===== src/rtl/apb_pkg.sv =====
// apb_pkg: shared types for the APB master slice.
//   data_t / addr_t / strb_t  - bus field types
//   apb_fsm_enum              - transfer state machine encoding
//   apb_mst_cmd_t             - command captured on acceptance
//   apb_mst_rsp_t             - registered completion response
// Widths come from the `APB_ADDR_WIDTH / `APB_STRB_WIDTH macros (default 32 / 4).
`ifndef APB_ADDR_WIDTH
`define APB_ADDR_WIDTH 32
`endif
`ifndef APB_STRB_WIDTH
`define APB_STRB_WIDTH 4
`endif

package apb_pkg;

    localparam int unsigned APB_DATA_WIDTH = 8 * `APB_STRB_WIDTH;

    typedef logic [APB_DATA_WIDTH-1:0]  data_t;
    typedef logic [`APB_ADDR_WIDTH-1:0] addr_t;
    typedef logic [`APB_STRB_WIDTH-1:0] strb_t;

    typedef enum logic [1:0] {
        IDLE   = 2'd0,
        SETUP  = 2'd1,
        ACCESS = 2'd2
    } apb_fsm_enum;

    typedef struct packed {
        logic  write;
        addr_t addr;
        data_t wdata;
        strb_t strb;
    } apb_mst_cmd_t;

    typedef struct packed {
        data_t rdata;
        logic  err;
        logic  timeout;
    } apb_mst_rsp_t;

endpackage


===== src/rtl/apb_if.sv =====
// apb_if: APB bus signal bundle.
//   mst_mp - master view: drives PSEL, PENABLE, PWRITE, PADDR, PWDATA, PSTRB;
//            samples PREADY, PRDATA, PSLVERR.
`ifndef APB_ADDR_WIDTH
`define APB_ADDR_WIDTH 32
`endif
`ifndef APB_STRB_WIDTH
`define APB_STRB_WIDTH 4
`endif

interface apb_if;
    import apb_pkg::*;

    logic  PSEL;
    logic  PENABLE;
    logic  PWRITE;
    addr_t PADDR;
    data_t PWDATA;
    strb_t PSTRB;
    logic  PREADY;
    data_t PRDATA;
    logic  PSLVERR;

    modport mst_mp (
        output PSEL, PENABLE, PWRITE, PADDR, PWDATA, PSTRB,
        input  PREADY, PRDATA, PSLVERR
    );
endinterface


===== src/rtl/apb_mst_timeout.sv =====
// apb_mst_timeout: ACCESS-phase watchdog for apb_master.
//   PCLK, PRESETn - clock, asynchronous active-low reset
//   clear         - restart the count (held while not waiting in ACCESS)
//   count_en      - one more ACCESS cycle with PREADY low
//   expired       - this waiting cycle is number TIMEOUT_CYCLES
module apb_mst_timeout #(
    parameter int unsigned TIMEOUT_CYCLES = 16
) (
    input  logic PCLK,
    input  logic PRESETn,
    input  logic clear,
    input  logic count_en,
    output logic expired
);
    logic [7:0] count;

    always_ff @(posedge PCLK or negedge PRESETn) begin
        if (!PRESETn) begin
            count <= '0;
        end else if (clear) begin
            count <= '0;
        end else if (count_en) begin
            count <= count + 8'd1;
        end
    end

    // count holds the waits already seen, so the current cycle is count+1.
    assign expired = count_en && (count == 8'(TIMEOUT_CYCLES - 1));
endmodule


===== src/rtl/apb_master.sv =====
// apb_master: command/response front end driving an APB bus as master.
//   PCLK, PRESETn       - clock (rising edge), asynchronous active-low reset
//   apb                 - apb_if.mst_mp bus port
//   cmd_valid/cmd_ready - command handshake; cmd_write, cmd_addr, cmd_wdata, cmd_strb
//   rsp_valid           - one-cycle completion pulse; rsp_rdata, rsp_err, rsp_timeout hold
// Optional: define APB_MST_TIMEOUT_EN to abort ACCESS after TIMEOUT_CYCLES waits.
`ifndef APB_ADDR_WIDTH
`define APB_ADDR_WIDTH 32
`endif
`ifndef APB_STRB_WIDTH
`define APB_STRB_WIDTH 4
`endif

module apb_master
    import apb_pkg::*;
#(
    parameter int unsigned TIMEOUT_CYCLES = 16
) (
    input  logic                       PCLK,
    input  logic                       PRESETn,
    apb_if.mst_mp                      apb,
    input  logic                       cmd_valid,
    output logic                       cmd_ready,
    input  logic                       cmd_write,
    input  logic [`APB_ADDR_WIDTH-1:0] cmd_addr,
    input  data_t                      cmd_wdata,
    input  logic [`APB_STRB_WIDTH-1:0] cmd_strb,
    output logic                       rsp_valid,
    output data_t                      rsp_rdata,
    output logic                       rsp_err,
    output logic                       rsp_timeout
);
    if (TIMEOUT_CYCLES < 1 || TIMEOUT_CYCLES > 255) begin : g_bad_timeout
        $error("apb_master: TIMEOUT_CYCLES must be 1..255");
    end

    apb_fsm_enum  state, state_d;
    apb_mst_cmd_t cmd_q;
    apb_mst_rsp_t rsp_q;
    logic         rsp_valid_q;
    logic         accept;
    logic         done;
    logic         timed_out;
    logic         expired;

`ifdef APB_MST_TIMEOUT_EN
    apb_mst_timeout #(
        .TIMEOUT_CYCLES(TIMEOUT_CYCLES)
    ) u_timeout (
        .PCLK    (PCLK),
        .PRESETn (PRESETn),
        .clear   (state != ACCESS),
        .count_en((state == ACCESS) && !apb.PREADY),
        .expired (expired)
    );
`else
    assign expired = 1'b0;
`endif

    // PREADY/PRDATA/PSLVERR are only looked at inside the ACCESS branch.
    always_comb begin
        state_d   = state;
        cmd_ready = 1'b0;
        done      = 1'b0;
        timed_out = 1'b0;
        case (state)
            IDLE: begin
                cmd_ready = 1'b1;
                if (cmd_valid) state_d = SETUP;
            end
            SETUP: begin
                state_d = ACCESS;
            end
            ACCESS: begin
                if (apb.PREADY) begin
                    cmd_ready = 1'b1;
                    done      = 1'b1;
                    state_d   = cmd_valid ? SETUP : IDLE;
                end else if (expired) begin
                    timed_out = 1'b1;
                    state_d   = IDLE;
                end
            end
            default: state_d = IDLE;
        endcase
    end

    assign accept = cmd_valid && cmd_ready;

    always_ff @(posedge PCLK or negedge PRESETn) begin
        if (!PRESETn) begin
            state <= IDLE;
        end else begin
            state <= state_d;
        end
    end

    // Read commands are captured with zero data/strobes so the bus never shows them.
    always_ff @(posedge PCLK or negedge PRESETn) begin
        if (!PRESETn) begin
            cmd_q <= '0;
        end else if (accept) begin
            cmd_q.write <= cmd_write;
            cmd_q.addr  <= cmd_addr;
            cmd_q.wdata <= cmd_write ? cmd_wdata : '0;
            cmd_q.strb  <= cmd_write ? cmd_strb : '0;
        end
    end

    always_ff @(posedge PCLK or negedge PRESETn) begin
        if (!PRESETn) begin
            rsp_valid_q <= 1'b0;
            rsp_q       <= '0;
        end else begin
            rsp_valid_q <= done || timed_out;
            if (done) begin
                rsp_q.rdata   <= cmd_q.write ? '0 : apb.PRDATA;
                rsp_q.err     <= apb.PSLVERR;
                rsp_q.timeout <= 1'b0;
            end else if (timed_out) begin
                rsp_q.rdata   <= '0;
                rsp_q.err     <= 1'b1;
                rsp_q.timeout <= 1'b1;
            end
        end
    end

    assign apb.PSEL    = (state != IDLE);
    assign apb.PENABLE = (state == ACCESS);
    assign apb.PWRITE  = cmd_q.write;
    assign apb.PADDR   = cmd_q.addr;
    assign apb.PWDATA  = cmd_q.wdata;
    assign apb.PSTRB   = cmd_q.strb;

    assign rsp_valid = rsp_valid_q;
    assign rsp_rdata = rsp_q.rdata;
    assign rsp_err   = rsp_q.err;
`ifdef APB_MST_TIMEOUT_EN
    assign rsp_timeout = rsp_q.timeout;
`else
    assign rsp_timeout = 1'b0;
`endif
endmodule


===== src/flat_wrapper.sv =====
// flat-port wrapper written by rule: the top's interface ports become plain ports
module apb_master_flat import apb_pkg::*;
#(
    parameter int unsigned TIMEOUT_CYCLES = 16
)
  (PCLK, PRESETn, cmd_valid, cmd_ready, cmd_write, cmd_addr, cmd_wdata, cmd_strb, rsp_valid, rsp_rdata, rsp_err, rsp_timeout, apb_PSEL, apb_PENABLE, apb_PWRITE, apb_PADDR, apb_PWDATA, apb_PSTRB, apb_PREADY, apb_PRDATA, apb_PSLVERR);
  apb_if apb_i ();
  input  logic PCLK;
  input  logic PRESETn;
  input  logic cmd_valid;
  output logic cmd_ready;
  input  logic cmd_write;
  input  logic [`APB_ADDR_WIDTH-1:0] cmd_addr;
  input  data_t cmd_wdata;
  input  logic [`APB_STRB_WIDTH-1:0] cmd_strb;
  output logic rsp_valid;
  output data_t rsp_rdata;
  output logic rsp_err;
  output logic rsp_timeout;
  output wire logic [$bits(apb_i.PSEL)-1:0] apb_PSEL;
  output wire logic [$bits(apb_i.PENABLE)-1:0] apb_PENABLE;
  output wire logic [$bits(apb_i.PWRITE)-1:0] apb_PWRITE;
  output wire logic [$bits(apb_i.PADDR)-1:0] apb_PADDR;
  output wire logic [$bits(apb_i.PWDATA)-1:0] apb_PWDATA;
  output wire logic [$bits(apb_i.PSTRB)-1:0] apb_PSTRB;
  input wire logic [$bits(apb_i.PREADY)-1:0] apb_PREADY;
  input wire logic [$bits(apb_i.PRDATA)-1:0] apb_PRDATA;
  input wire logic [$bits(apb_i.PSLVERR)-1:0] apb_PSLVERR;
  assign apb_PSEL = apb_i.PSEL;
  assign apb_PENABLE = apb_i.PENABLE;
  assign apb_PWRITE = apb_i.PWRITE;
  assign apb_PADDR = apb_i.PADDR;
  assign apb_PWDATA = apb_i.PWDATA;
  assign apb_PSTRB = apb_i.PSTRB;
  assign apb_i.PREADY = apb_PREADY;
  assign apb_i.PRDATA = apb_PRDATA;
  assign apb_i.PSLVERR = apb_PSLVERR;
  apb_master #(.TIMEOUT_CYCLES(TIMEOUT_CYCLES)) u_core (.PCLK(PCLK), .PRESETn(PRESETn), .apb(apb_i), .cmd_valid(cmd_valid), .cmd_ready(cmd_ready), .cmd_write(cmd_write), .cmd_addr(cmd_addr), .cmd_wdata(cmd_wdata), .cmd_strb(cmd_strb), .rsp_valid(rsp_valid), .rsp_rdata(rsp_rdata), .rsp_err(rsp_err), .rsp_timeout(rsp_timeout));
endmodule

===== config.mk =====
export PLATFORM = sky130hd
export DESIGN_NAME = apb_master_flat
export DESIGN_NICKNAME = d
export VERILOG_FILES = /design/src/rtl/apb_pkg.sv /design/src/rtl/apb_if.sv /design/src/rtl/apb_mst_timeout.sv /design/src/rtl/apb_master.sv /design/src/flat_wrapper.sv
export SDC_FILE = /design/constraint.sdc
export NUM_CORES = 1
export LEC_CHECK = 0
export BUFFER_PORTS_ARGS = -buffer_cell sky130_fd_sc_hd__buf_2
export CAP_MARGIN = 15
export CORE_ASPECT_RATIO = 1.2
export CORE_MARGIN = 2
export CORE_UTILIZATION = 50
export CTS_CLUSTER_SIZE = 28
export DETAILED_ROUTE_END_ITERATION = 8
export HOLD_SLACK_MARGIN = 0.06
export PLACE_DENSITY = 0.85
export SLEW_MARGIN = 20
export SYNTH_ARGS = -nofsm -noshare
export SYNTH_HDL_FRONTEND = slang
export SYNTH_SLANG_ARGS = --single-unit

===== constraint.sdc =====
create_clock -name PCLK -period 2.51 [get_ports PCLK]
set_input_delay 0.251 -clock PCLK [delete_from_list [all_inputs] [get_ports PCLK]]
set_output_delay 0.251 -clock PCLK [all_outputs]
set_load 0.02 [all_outputs]

Word level (Yosys, flattened, before mapping):

Index checks and enable logic that the tools add are counted.

* eq/ne operators: 4
* mux-type cells: 11
* reduce and logical (&&, ||, !) cells: 4

Operators with widths (count)
* $mux W32: 2
* $mux W34: 1
* $pmux W2 S3: 1
* $mux W2: 2
* $mux W4: 1
* $mux W1: 3
* $eq A2 B1 Y1 const B: 1
* $eq A2 B2 Y1 const B: 1
* $logic_not A2 Y1: 1
* $ne A2 B1 Y1 const B: 1
* $ne A2 B2 Y1 const B: 1
* $pmux W1 S2: 1
* $reduce_and A2 Y1: 1
* $reduce_bool A2 Y1: 1
* $logic_and A1 B1 Y1: 1

* flip-flop bits (word level): 105
* output and inout bits: 107
* word-level logic and storage cells: 27

Depth between registers and ports, before layout:

Gate-level depths: netlist of run 1.

* depth in word-level cells: 3
* depth in mapped cells: 5
* mapped depth without buffers: 3

Least setup slack after synthesis of run 1:

OpenSTA, ideal clock, no wires.

* kind: register -> register
* from: register u_core.state[1]
* to: register u_core.cmd_q (netlist bit u_core.apb.PADDR[0])
* library setup time: 0.125 ns
* arrival time: 1.283 ns
* required time: 2.385 ns
* setup slack: 1.102 ns
* cell stages (with the launch flop): 6
* clock period less this slack: 1.408 ns
* cell sequence: dfrtp_1 nor2b_4 nor3b_2 buf_6 buf_12 mux2_4

* word-level cells in the longest chain between the ends: 3
* elaborated cells between the ends (all ways): 4
* those cells by class: 1 x eq/ne; 1 x mux; 2 x reduce/logical

Ends and longest elaborated chain
* start, declared: RTL line apb_master.sv:37 `apb_fsm_enum state, state_d;`
* start signal, assigned: RTL line apb_master.sv:94 `state <= state_d;`
* $eq A2 B2 Y1 / $logic_not A2 Y1 (equally long branches): RTL line apb_master.sv:66 `case (state)`
* $pmux W1 S2 *: RTL line apb_master.sv:66
* $logic_and A1 B1 Y1 *: RTL line apb_master.sv:88 `assign accept = cmd_valid && cmd_ready;`
* end, declared: RTL line apb_master.sv:38 `apb_mst_cmd_t cmd_q;`

Mark *: on every way between the ends. The rest lies on a longest branch, timed or not.
A chain may end at the register's enable or synchronous reset.

Final worst setup path of run 1:

* from: register u_core.cmd_q (netlist bit u_core.apb.PWRITE)
* to: output port apb_PWRITE

RTL lines
* end, declared: RTL line flat_wrapper.sv:22 `output wire logic [$bits(apb_i.PWRITE)-1:0] apb_PWRITE;`

No word-level cell between the ends.

==> impl_results.md, run 1 <==
* Outcome: completed
* First-pass GRT wire length at roughly 17000 um
* Largest family of logic cells by synthesized area: multiplexers
* Peak VDD IR at ~450 uV
* Post-Syn Area at 0.00451 sq mm
* DRC viols at 0
* Met2 Use GR at 0.377
* Hold Path Class: input pin to flip-flop
* Setup_tns at 0 ns
* GR Layer Usage met3 at 0.0495
* Critical path cell sequence: buf_2
* Fin crit share at 0.719
* Commonest non-fill, non-tap cells in the layout: 210 x buf_2, 105 x dfrtp_1, 68 x nand2_1
* Vias in the first global route at approximately 3400
* Largest delay contributor family on the critical path: flip-flops
* Starting DRT DRC Count at approximately 120
* Clk buf depth at 2
* Final min period at 1.80 ns
* Core area at between 0.008 and 0.009 sq mm
* Ports at 213
* Setup violations, final at 0
* Die Y at around 110 um
* Data arrival, critical path at around 1.6 ns
* CTS tree: done
* Die area at approximately 0.01 sq mm
* Clock Tree Root: clkbuf_8
* Global routing usage on met1 at 0.264
* H-Tree Depth at 3
* Max incr delay on CP at about 0.9 ns
* Max-capacitance violation count at 0
* Synth Area in Adders at 0
* CP max FO at 34
* Least-Margin Pin Slew at 0.832 ns
* CTS Buf Count at 9
* Area delta synth->final at 28.3%
* Final wirelength at 10600 um
* Total congestion overflow at 0
* RSZ-0062 raised after global routing: no
* Total track usage at 0.215
* CP max stage cell: dfrtp_1
* Die width at 90.7 um
* Post-synthesis sequential area ratio at 0.583
* Clock tree sinks at roughly 110
* Multiplexer area fraction after synthesis at 0.195
* Leakage at around 3.2 nW
* Distinct cells, synth at 20
* Initial Util at 0.521
* XOR/XNOR Fraction of Synth Area at 0
* Worst path bufs/invs at 1
* Initial antenna violation count at 0
* Placer congestion estimate at roughly 0.84
* DRT Pass-1 Iters at 4
* Setup crit start kind: flip-flop
* GRT Max-Usage Layer: met2
* Yosys top cell area share at 0.583
* WL/cell at between 15 and 20 um
* # diodes at 0
* Cells after DPL at 685
* Ys Warns at 0
* Clock Skews at 0.0142 ns
* Mean post-synth cell area at 12.0 sq um
* Pwr dens at just over 1000 mW/mm^2
* WS Path Type: flip-flop to output pin
* Share of cells above drive strength 1 at 0.459
* CP Capture Type: output pin
* Fin. max-slew vios at 0
* Seq cells post-synth at 105
* Fmax achieved at roughly 0.55 GHz
* Largest net degree at the start of global routing at 95
* Commonest non-fill, non-tap cell in the layout: buf_2
* Reg clk slew, reported paths at about 0.1 ns
* Simple-gate share of the synthesized area at 0.112
* Synth top area cells: dfrtp_1 58%, mux2_4 11%, mux2i_1 8.0%
* Synth Area in Compound Gates at 0.0355
* WP data required at approximately 2.3 ns
* Clock Latency Late Sink at roughly 0.36 ns
* Routed vias at 3289
* # rows at 37
* Cell taking the most area after synthesis: dfrtp_1
* Cells after Synth at approximately 380
* Layout Nets at 686
* Fin cells at around 700
* Post-Syn Nets at ~480
* Post-DP HPWL at roughly 7700 um
* Post-DR vias/cell at 4.69
* Port bufs at 211
* Fillers at between 600 and 700
* Final Hold Violating Endpoints at 0
* Detail Route Antenna Nets at 0
* Rel. slew slack at 0.446
## report_power, final
part           switching, W  internal (W)  total [W]
clock network      0.000545      0.000481    0.00103
logic               0.00140      0.000941    0.00234
registers          0.000340       0.00224    0.00258
total               0.00229       0.00366    0.00595
## area by class of cell
type | instances | area [sq um] | share of cell area
sequential | 105 | 2630 | 0.454
clock inverter | 5 | 56.3 | 0.00973
timing repair buffer | 216 | 1120 | 0.194
multi-input combinational | 210 | 1550 | 0.268
clock buffer | 10 | 138 | 0.0238
inverter | 38 | 143 | 0.0247
tap | 117 | 146 | 0.0253
## sequential cells by signal, summed over array words and instances, names as in the netlist
register / flops
u_core.apb.PADDR: 32
u_core.rsp_valid: 1
u_core.rsp_err: 1
u_core.apb.PWRITE: 1
u_core.rsp_rdata: 32
u_core.apb.PSTRB: 4
u_core.state: 2
u_core.apb.PWDATA: 32
## Yosys cell counts
cell / count
nor2_1: 2
nand2_1: 68
buf_4: 1
dfrtp_1: 105
conb_1: 1
nor2b_4: 1
buf_6: 4
nor3b_2: 1
buf_2: 6
buf_12: 4
nand2b_1: 32
nand3b_1: 1
clkbuf_1: 7
or2_2: 1
mux2_2: 2
inv_1: 38
o21ai_0: 32
buf_1: 1
mux2_4: 33
mux2i_1: 36
## repair_timing
| item | CTS | global route |
|---|---|---|
| gates resized for setup | 0 | 0 |
| setup buffers | 0 | 0 |
| endpoints found under the hold margin | 11 | 0 |
| hold buffers | 1 | 0 |
## path summary, 6_finish.rpt
check,startpoint,end,slack (ns),depth (start not counted)
max in group asynchronous,PRESETn,u_core.state[1],1.51,3
worst min-delay path,cmd_addr[28],u_core.apb.PADDR[28],0.11,2
worst max-delay path,u_core.apb.PWRITE,apb_PWRITE,0.71,1
min in group asynchronous,PRESETn,u_core.apb.PADDR[20],0.27,2
worst max register to register,u_core.state[1],u_core.apb.PADDR[0],0.79,4
worst min register to register,u_core.rsp_rdata[7],u_core.rsp_rdata[7],0.49,2
## per-stage QoR
step	hold WS, ns	util	total power [W]	worst slack, ns	instance area (sq um)
after floorplan	-0.0446	-	0.00410	1.10	4510
after global placement	0.0959	0.645	0.00484	0.874	5580
after detailed placement	0.106	0.645	0.00497	0.824	5580
after CTS	0.0939	0.668	0.00600	0.681	5790
after global routing	0.0848	0.668	0.00629	0.572	5790
final	0.111	0.668	0.00595	0.706	5790
## cell families (layout without fill, tap and decap cells)
family	Yosys count	count (layout)
and+or+nand+nor	106	106
muxes	71	71
other	1	1
DFF	105	105
AOI/OAI and AO/OA	32	32
buffers and inverters	61	269
## layer usage
layer | vias to the layer above | share of wire
met2 | 117 | 0.54
met1 | 1574 | 0.39
met3 | 14 | 0.048
met4 | 0 | 0.020
met5 | - | 0
li1 | 1584 | -
Power figures use the tool's default switching activity.
==> run 2: changes to the inputs <==
--- a/config.mk
+++ b/config.mk
@@ -5,15 +5,16 @@
 export SDC_FILE = /design/constraint.sdc
 export NUM_CORES = 1
 export LEC_CHECK = 0
+export ABC_AREA = 1
 export BUFFER_PORTS_ARGS = -buffer_cell sky130_fd_sc_hd__buf_2
 export CAP_MARGIN = 15
 export CORE_ASPECT_RATIO = 1.2
 export CORE_MARGIN = 2
-export CORE_UTILIZATION = 50
+export CORE_UTILIZATION = 46
 export CTS_CLUSTER_SIZE = 28
 export DETAILED_ROUTE_END_ITERATION = 8
 export HOLD_SLACK_MARGIN = 0.06
-export PLACE_DENSITY = 0.85
+export PLACE_DENSITY = 0.8
 export SLEW_MARGIN = 20
 export SYNTH_ARGS = -nofsm -noshare
 export SYNTH_HDL_FRONTEND = slang
==> constraint.sdc (replaced) <==
create_clock -name PCLK -period 1.8 [get_ports PCLK]
set_input_delay 0.18 -clock PCLK [delete_from_list [all_inputs] [get_ports PCLK]]
set_output_delay 0.18 -clock PCLK [all_outputs]
set_load 0.02 [all_outputs]
==> run 2 against run 1 <==
Compared with the run above: global-route usage rose by 0.055 points; area after synthesis shrank 1.4%; synthesized cell count up 43%; utilization down 4.7 points; first-iteration DRC count up 31%; non-clock buffer count rose by 5; total power is 37% higher; clock skew down 0.0062 ns; highest routed layer unchanged.
==> impl_results.md, run 2 <==
* Detail Route Antenna Nets at 0 (unchanged)
* Post-synthesis sequential area ratio at 0.591 (+0.00820)
* Routed vias at 4146 (+26%)
* Ports at 213 (unchanged)
* Post-Syn Area at 0.00445 sq mm (-1.4%)
* Post-Syn Nets at 642 (+33%)
* Top sig layer: met4
* Initial Util at 0.470 (-0.0511)
* FF-to-FF Start: u_core.state[0]
* Clock Skews at 0.00801 ns (-0.00621 ns)
* Setup crit start kind: flip-flop
* Cells after Synth at 536 (+43%)
* Vias in the first global route at 3973 (+18%)
* Worst Hold Launch: cmd_addr[29]
* # diodes at 0 (unchanged)
* Setup violations, final at 0 (unchanged)
* Max incr delay on CP at 0.42 ns (-0.48 ns)
* Worst hold slack at 0.0726 ns (-0.0384 ns)
* Largest net degree at the start of global routing at 106 (+12%)
* Top post-synthesis cells by count: 243 x nand2_1, 105 x dfrtp_1, 69 x nand3_1
* CP Capture Type: output pin
* Setup_tns at 0 ns (unchanged)
* Placer congestion estimate at 0.798 (-4.6%)
* Distinct cells, synth at 17 (-15%)
* Met1 wire length at 4700 um (+13%)
* Clock Latency Late Sink at 0.34 ns (-0.02 ns)
* Die Y at 112 um (+3.4%)
* Count leader, synth: nand2_1
* Fin cells at 860 (+23%)
* Hold Path Class: input pin to flip-flop
* Total track usage at 0.216 (+0.000548)
* DRC viols at 0 (unchanged)
* Core area at 0.00947 sq mm (+9.4%)
* Clk buf depth at 2 (unchanged)
* Reg2Reg Depth at 5 (+1)
* Mean post-synth cell area at 8.29 sq um (-31%)
* Yosys top cell area share at 0.591 (+0.00820)
* Starting DRT DRC Count at 154 (+31%)
* Commonest non-fill, non-tap cell in the layout: nand2_1
* First-pass GRT wire length at 18200 um (+9.8%)
* Max-capacitance violation count at 0 (unchanged)
* Leakage at 3.66 nW (+16%)
* Die width at 93.7 um (+3.4%)
* Clock Tree Root: clkbuf_16
* WP data required at 1.62 ns (-0.64 ns)
* Total congestion overflow at 0 (unchanged)
* Reg clk slew, reported paths at 0.07 ns (-0.03 ns)
* Clock tree sinks at 105 (unchanged)
* Post-DP Area at 0.00558 sq mm (-0.11%)
* Seq cells post-synth at 105 (unchanged)
* Final wirelength at 11200 um (+5.9%)
* Port bufs at 211 (unchanged)
* Setup slack at placement at 0.452 ns (-0.372 ns)
* Async S/R FF share, synth at 1.00 (unchanged)
* CP max FO at 16 (-53%)
* Share of cells above drive strength 1 at 0.324 (-0.135)
* Post-DP HPWL at 7740 um (+0.44%)
* Worst Slack Setup Final at 0.193 ns (-0.513 ns)
* Rel. slew slack at 0.584 (+0.139)
* Number of enable flip-flop cells after synthesis at 0 (unchanged)
* Outcome: completed
* Fin crit share at 0.893
* Fillers at 841 (+21%)
* Fin. max-slew vios at 0 (unchanged)
* Die area at 0.0105 sq mm (+6.9%)
* Data arrival, critical path at 1.43 ns (-0.12 ns)
* Critical path cell sequence: inv_1 -> nand3_2 -> nand2_1 -> buf_2
* Design Area, Final at 0.00588 sq mm (+1.7%)
* Wire length on met3 at 721 um (+41%)
* RSZ-0062 raised after global routing: no
* CP Launch Point: u_core.state[0]
* Cells after DPL at 843 (+23%)
* Top_reg_cell synth: dfrtp_1
* Ys Warns at 0 (unchanged)
* Met2 wire length at 5490 um (-3.4%)
* Final Hold Violating Endpoints at 0 (unchanged)
* Pwr dens at 1380 mW/mm^2 (+34%)
* CP Capture Point: cmd_ready
* WL/cell at 13.0 um (-14%)
* DRT Pass-1 Iters at 4 (unchanged)
* CTS Buf Count at 9 (unchanged)
* Layout Nets at 838 (+22%)
* CTS tree: done
* RR Endpoint: u_core.rsp_rdata[25]
* H-Tree Depth at 3 (unchanged)
* Commonest non-fill, non-tap cells in the layout: 242 x nand2_1, 210 x buf_2, 105 x dfrtp_1
* Synth top area cells: dfrtp_1 59%, nand2_1 21%, nand3_1 7.8%
* Cell taking the most area after synthesis: dfrtp_1
* # rows at 39 (+5.4%)
* Peak VDD IR at 604 uV (+35%)
* Post-DR vias/cell at 4.82 (+2.8%)
* WS Path Type: flip-flop to output pin
* Final min period at around 1.6 ns
* Least-Margin Pin Slew at 0.624 ns (-0.208 ns)
* Flop2flop setup slack at 0.44 ns (-0.35 ns)
* CP max stage cell: dfrtp_1
* Initial antenna violation count at 0 (unchanged)
* Area delta synth->final at 32.4%
* Fmax achieved at 0.622 GHz
## run 2: cell types whose count changed after synthesis, sizes merged, moves of 8 or more
cell	delta
buf	+8
nand3	+70
nand2b	-32
mux2	-35
mux2i	-36
nand2	+176
## run 2: repair_timing
item                                   in CTS  in global routing
gates resized for setup                     0                  0
endpoints found under the hold margin     105                  0
buffers inserted                            0                  0
hold buffers                                1                  0
## run 2: report_power, final
group | internal [W] | total, W | switching [W]
sequential | 0.00303 | 0.00340 | 0.000372
clock | 0.00112 | 0.00195 | 0.000830
combinational | 0.000909 | 0.00278 | 0.00187
## run 2: routing by layer
metal  vias up  global-route usage
met3        24              0.0304
met4         0              0.0966
met2       175               0.368
met1      1908               0.271
li1       2039                   -
met5         -                   0
## run 2: through the flow
stage / power [W] / util
finish: 0.00813 / 0.622
global route: 0.00862 / 0.622
CTS: 0.00821 / 0.622
detailed placement: 0.00624 / 0.589
global placement: 0.00616 / 0.589
floorplan: 0.00511 / -
## run 2: final cells by class
class	instances	area [sq um]	share of cell area
repair buffers	221	1170	0.199
inverters	44	165	0.0281
well taps	123	154	0.0262
clock inverters	4	52.6	0.00893
clock buffers	12	246	0.0419
flip-flops and latches	105	2630	0.447
multi-input cells	351	1470	0.249
## run 2: cells by family after synthesis
group                  Yosys count  synth area share
AND/OR/NAND/NOR                316             0.290
buffers and inverters           80            0.0799
AO/OA/AOI/OAI                   34            0.0383
flip-flops                     105             0.591
other                            1          0.000844
## run 2: how the worst min path moves through the flow
stage                           endpoint  depth (start not counted)
floorplan            u_core.apb.PADDR[0]                          0
global placement    u_core.apb.PADDR[11]                          2
detailed placement  u_core.apb.PADDR[13]                          2
CTS                 u_core.apb.PADDR[29]                          3
global route        u_core.apb.PADDR[14]                          3
finish              u_core.apb.PADDR[29]                          3
## run 2: worst max-delay path, delay by kind of cell (launching register included)
family	cells	cell delay [ns]
AND/OR/NAND/NOR	2	0.38
flip-flops	1	0.42
buffers and inverters	2	0.29
==> run 3: changes to the inputs <==
--- a/config.mk
+++ b/config.mk
@@ -18,4 +18,5 @@
 export SLEW_MARGIN = 20
 export SYNTH_ARGS = -nofsm -noshare
 export SYNTH_HDL_FRONTEND = slang
+export SYNTH_HIERARCHICAL = 1
 export SYNTH_SLANG_ARGS = --single-unit
==> run 3 against run 2 <==
Compared with the run above: synthesized cell count unchanged; largest power group unchanged; register-to-register slack got worse by 0.06 ns; combinational power about the same; die area about the same; non-clock buffer count decreased by 1; cell count decreased by 0.12%; via count decreased by 1.7%; worst setup slack improved by 0.14 ns; clock skew increased by 0.0016 ns.
==> impl_results.md, run 3 <==
* Outcome: completed
* Seq cells post-synth at 105 (unchanged)
* Largest net degree at the start of global routing at 106 (unchanged)
* Cell taking the most area after synthesis: dfrtp_1
* Mean post-synth cell area at 8.29 sq um (about the same)
* Peak VDD IR at 621 uV (+2.9%)
* Commonest non-fill, non-tap cells in the layout: 242 x nand2_1, 210 x buf_2, 105 x dfrtp_1
* Top post-synthesis cells by count: 243 x nand2_1, 105 x dfrtp_1, 69 x nand3_1
* Die Y at 112 um (about the same)
* Initial Util at 0.469 (about the same)
* Critical path depth at 4 (unchanged)
* Leakage at 3.67 nW (+0.15%)
* Post-DP Area at 0.00557 sq mm (-0.13%)
* Post-CTS setup buffers at 0 (unchanged)
* Setup crit start kind: flip-flop
* Int Pwr at 0.00519 W (+2.6%)
* Clock tree sinks at 105 (unchanged)
* Vias in the first global route at 3778 (-4.9%)
* Commonest non-fill, non-tap cell in the layout: nand2_1
* Flop pwr share at 0.412 (-0.006)
* Count leader, synth: nand2_1
* Yosys top cell area share at 0.591 (about the same)
* # rows at 39 (unchanged)
* Hold-fix buffers, CTS at 1 (unchanged)
* Top_reg_cell synth: dfrtp_1
* Clock Tree Root: clkbuf_16
* Pwr dens at 1400 mW/mm^2 (+1.1%)
* Post-DR vias/cell at 4.75 (-1.5%)
* CTS tree: done
* Fin. max-slew vios at 0 (unchanged)
* Total track usage at 0.214 (-0.00200)
* Clock Skews at 0.00962 ns (+0.00160 ns)
* CP max FO at 7 (-9)
* Post-cts resize count at 0 (unchanged)
* Async S/R FF share, synth at 1.00 (unchanged)
* Data arrival, critical path at 1.29 ns (-0.14 ns)
* Rel. slew slack at 0.553 (-0.0316)
* # diodes at 0 (unchanged)
* DRT Pass-1 Iters at 4 (unchanged)
* Fmax achieved at 0.683 GHz (+9.7%)
* Least-Margin Pin Slew at 0.671 ns (+0.0474 ns)
* Fillers at 805 (-4.3%)
* Final Hold Violating Endpoints at 0 (unchanged)
* Distinct cells, synth at 17 (unchanged)
* Hold Path Class: input pin to flip-flop
* H-Tree Depth at 3 (unchanged)
* Starting DRT DRC Count at 227 (+47%)
* Ys Warns at 6 (+6)
* Core area at 0.00947 sq mm (unchanged)
* Clk buf depth at 2 (unchanged)
* CTS Buf Count at 9 (unchanged)
* Die area at 0.0105 sq mm (about the same)
* Final min period at 1.47 ns (-0.142 ns)
* Port bufs at 211 (unchanged)
* Area delta synth->final at 32.7%
* Setup violations, final at 0 (unchanged)
* Initial antenna violation count at 0 (unchanged)
* Comb power frac at 0.337 (-0.005)
* Reg clk slew, reported paths at 0.06 ns (about the same)
* Post-Syn Nets at 642 (unchanged)
* Total congestion overflow at 0 (unchanged)
* WS Path Type: flip-flop to output pin
* Layout Nets at 837 (-0.12%)
* RSZ-0062 raised after global routing: no
* Final wirelength at 11200 um (-0.30%)
* Reg2Reg Depth at 5 (unchanged)
* Max incr delay on CP at 0.42 ns (about the same)
* Routed vias at 4077 (-1.7%)
* Synth top area cells: dfrtp_1 59%, nand2_1 21%, nand3_1 7.8%
* DRC viols at 0 (unchanged)
* Ports at 213 (unchanged)
* CP max stage cell: dfrtp_1
* Fin crit share at 0.814 (-0.0790)
* Post-Syn Area at 0.00444 sq mm (about the same)
* CP Capture Type: output pin
* WP data required at 1.62 ns (about the same)
* Post-DP HPWL at 7750 um (+0.14%)
* Clock network power share at 0.251 (+0.011)
* Number of enable flip-flop cells after synthesis at 0 (unchanged)
* Critical path cell sequence: inv_1 -> nand3_2 -> nand2_1 -> buf_2
* Max-capacitance violation count at 0 (unchanged)
* Worst hold slack at 0.0732 ns (+0.000554 ns)
* Hold Crit Depth at 3 (unchanged)
* Detail Route Antenna Nets at 0 (unchanged)
* Largest delay contributor family on the critical path: flip-flops
* Worst path bufs/invs at 2 (unchanged)
* First-pass GRT wire length at 17800 um (-2.4%)
* Cells after Synth at 536 (unchanged)
* Die width at 93.7 um (about the same)
* Design Area, Final at 0.00590 sq mm (+0.26%)
* P_sw at 0.00305 W (-0.77%)
* Switch share at 0.370 (-0.00787)
* WL/cell at 13.0 um (-0.19%)
* Share of cells above drive strength 1 at 0.325 (+0.000441)
* Clock Latency Late Sink at 0.34 ns (about the same)
* Setup_tns at 0 ns (unchanged)
* Placer congestion estimate at 0.839 (+5.2%)
* Post-synthesis sequential area ratio at 0.591 (about the same)
-- run 3: cell count changes in the layout (fill, tap and decap cells not counted), sizes merged --
cell,change
buf,-1
bufinv,+1
clkbuf,-1
-- run 3: worst paths after layout --
path | endpoint | slack (ns) | start
max in group asynchronous | u_core/apb.PWDATA[11] | 0.91 | PRESETn
worst max-delay path | cmd_ready | 0.33 | u_core/state[0]
worst min register to register | u_core/apb.PWDATA[20] | 0.47 | u_core/apb.PWDATA[20]
min in group asynchronous | u_core/rsp_rdata[31] | 0.42 | PRESETn
worst max register to register | u_core/apb.PWDATA[5] | 0.38 | u_core/state[0]
worst min-delay path | u_core/apb.PADDR[27] | 0.07 | cmd_addr[27]
-- run 3: metrics by stage --
| step | setup slack, ns | util | total power (W) | cells |
|---|---|---|---|---|
| floorplan | 0.669 | - | 0.00511 | 536 |
| global placement | 0.497 | 0.588 | 0.00614 | 842 |
| detailed placement | 0.398 | 0.588 | 0.00623 | 842 |
| CTS | 0.323 | 0.623 | 0.00832 | 859 |
| global route | 0.249 | 0.623 | 0.00874 | 859 |
| finish | 0.335 | 0.623 | 0.00824 | 859 |
-- run 3: tightest hold or removal path: stages --
cell     delay [ns]
buf_2          0.07
nand3_1        0.06
nand2_1        0.06
-- run 3: cells by family after synthesis --
logic type / after synthesis / synth area share
AOI/OAI and AO/OA: 34 / 0.0383
buffers and inverters: 80 / 0.0797
DFF: 105 / 0.591
other: 1 / 0.000844
and+or+nand+nor: 316 / 0.290
-- run 3: routing by layer --
layer | wire (um) | up-vias | GRT usage
met1 | 4590 | 1855 | 0.265
met3 | 805 | 23 | 0.0413
li1 | - | 2037 | -
met5 | 0 | - | 0
met4 | 282 | 0 | 0.101
met2 | 5480 | 162 | 0.358
-- run 3: area by class of cell --
type	instances	area, sq um	area share
clock buffer	11	243	0.0411
clock inverter	5	78.8	0.0134
inverter	44	165	0.0280
multi-input combinational	351	1470	0.248
sequential	105	2630	0.445
tap	123	154	0.0261
timing repair buffer	220	1170	0.198
-- run 3: power by group through the flow --
stage	registers (W)	clock network, W	logic (W)
2_1_floorplan	0.00425	0	0.000862
3_3_place_gp	0.00341	0	0.00273
3_5_place_dp	0.00342	0	0.00281
4_1_cts	0.00339	0.00212	0.00281
5_1_grt	0.00347	0.00223	0.00305
6_report	0.00339	0.00207	0.00278
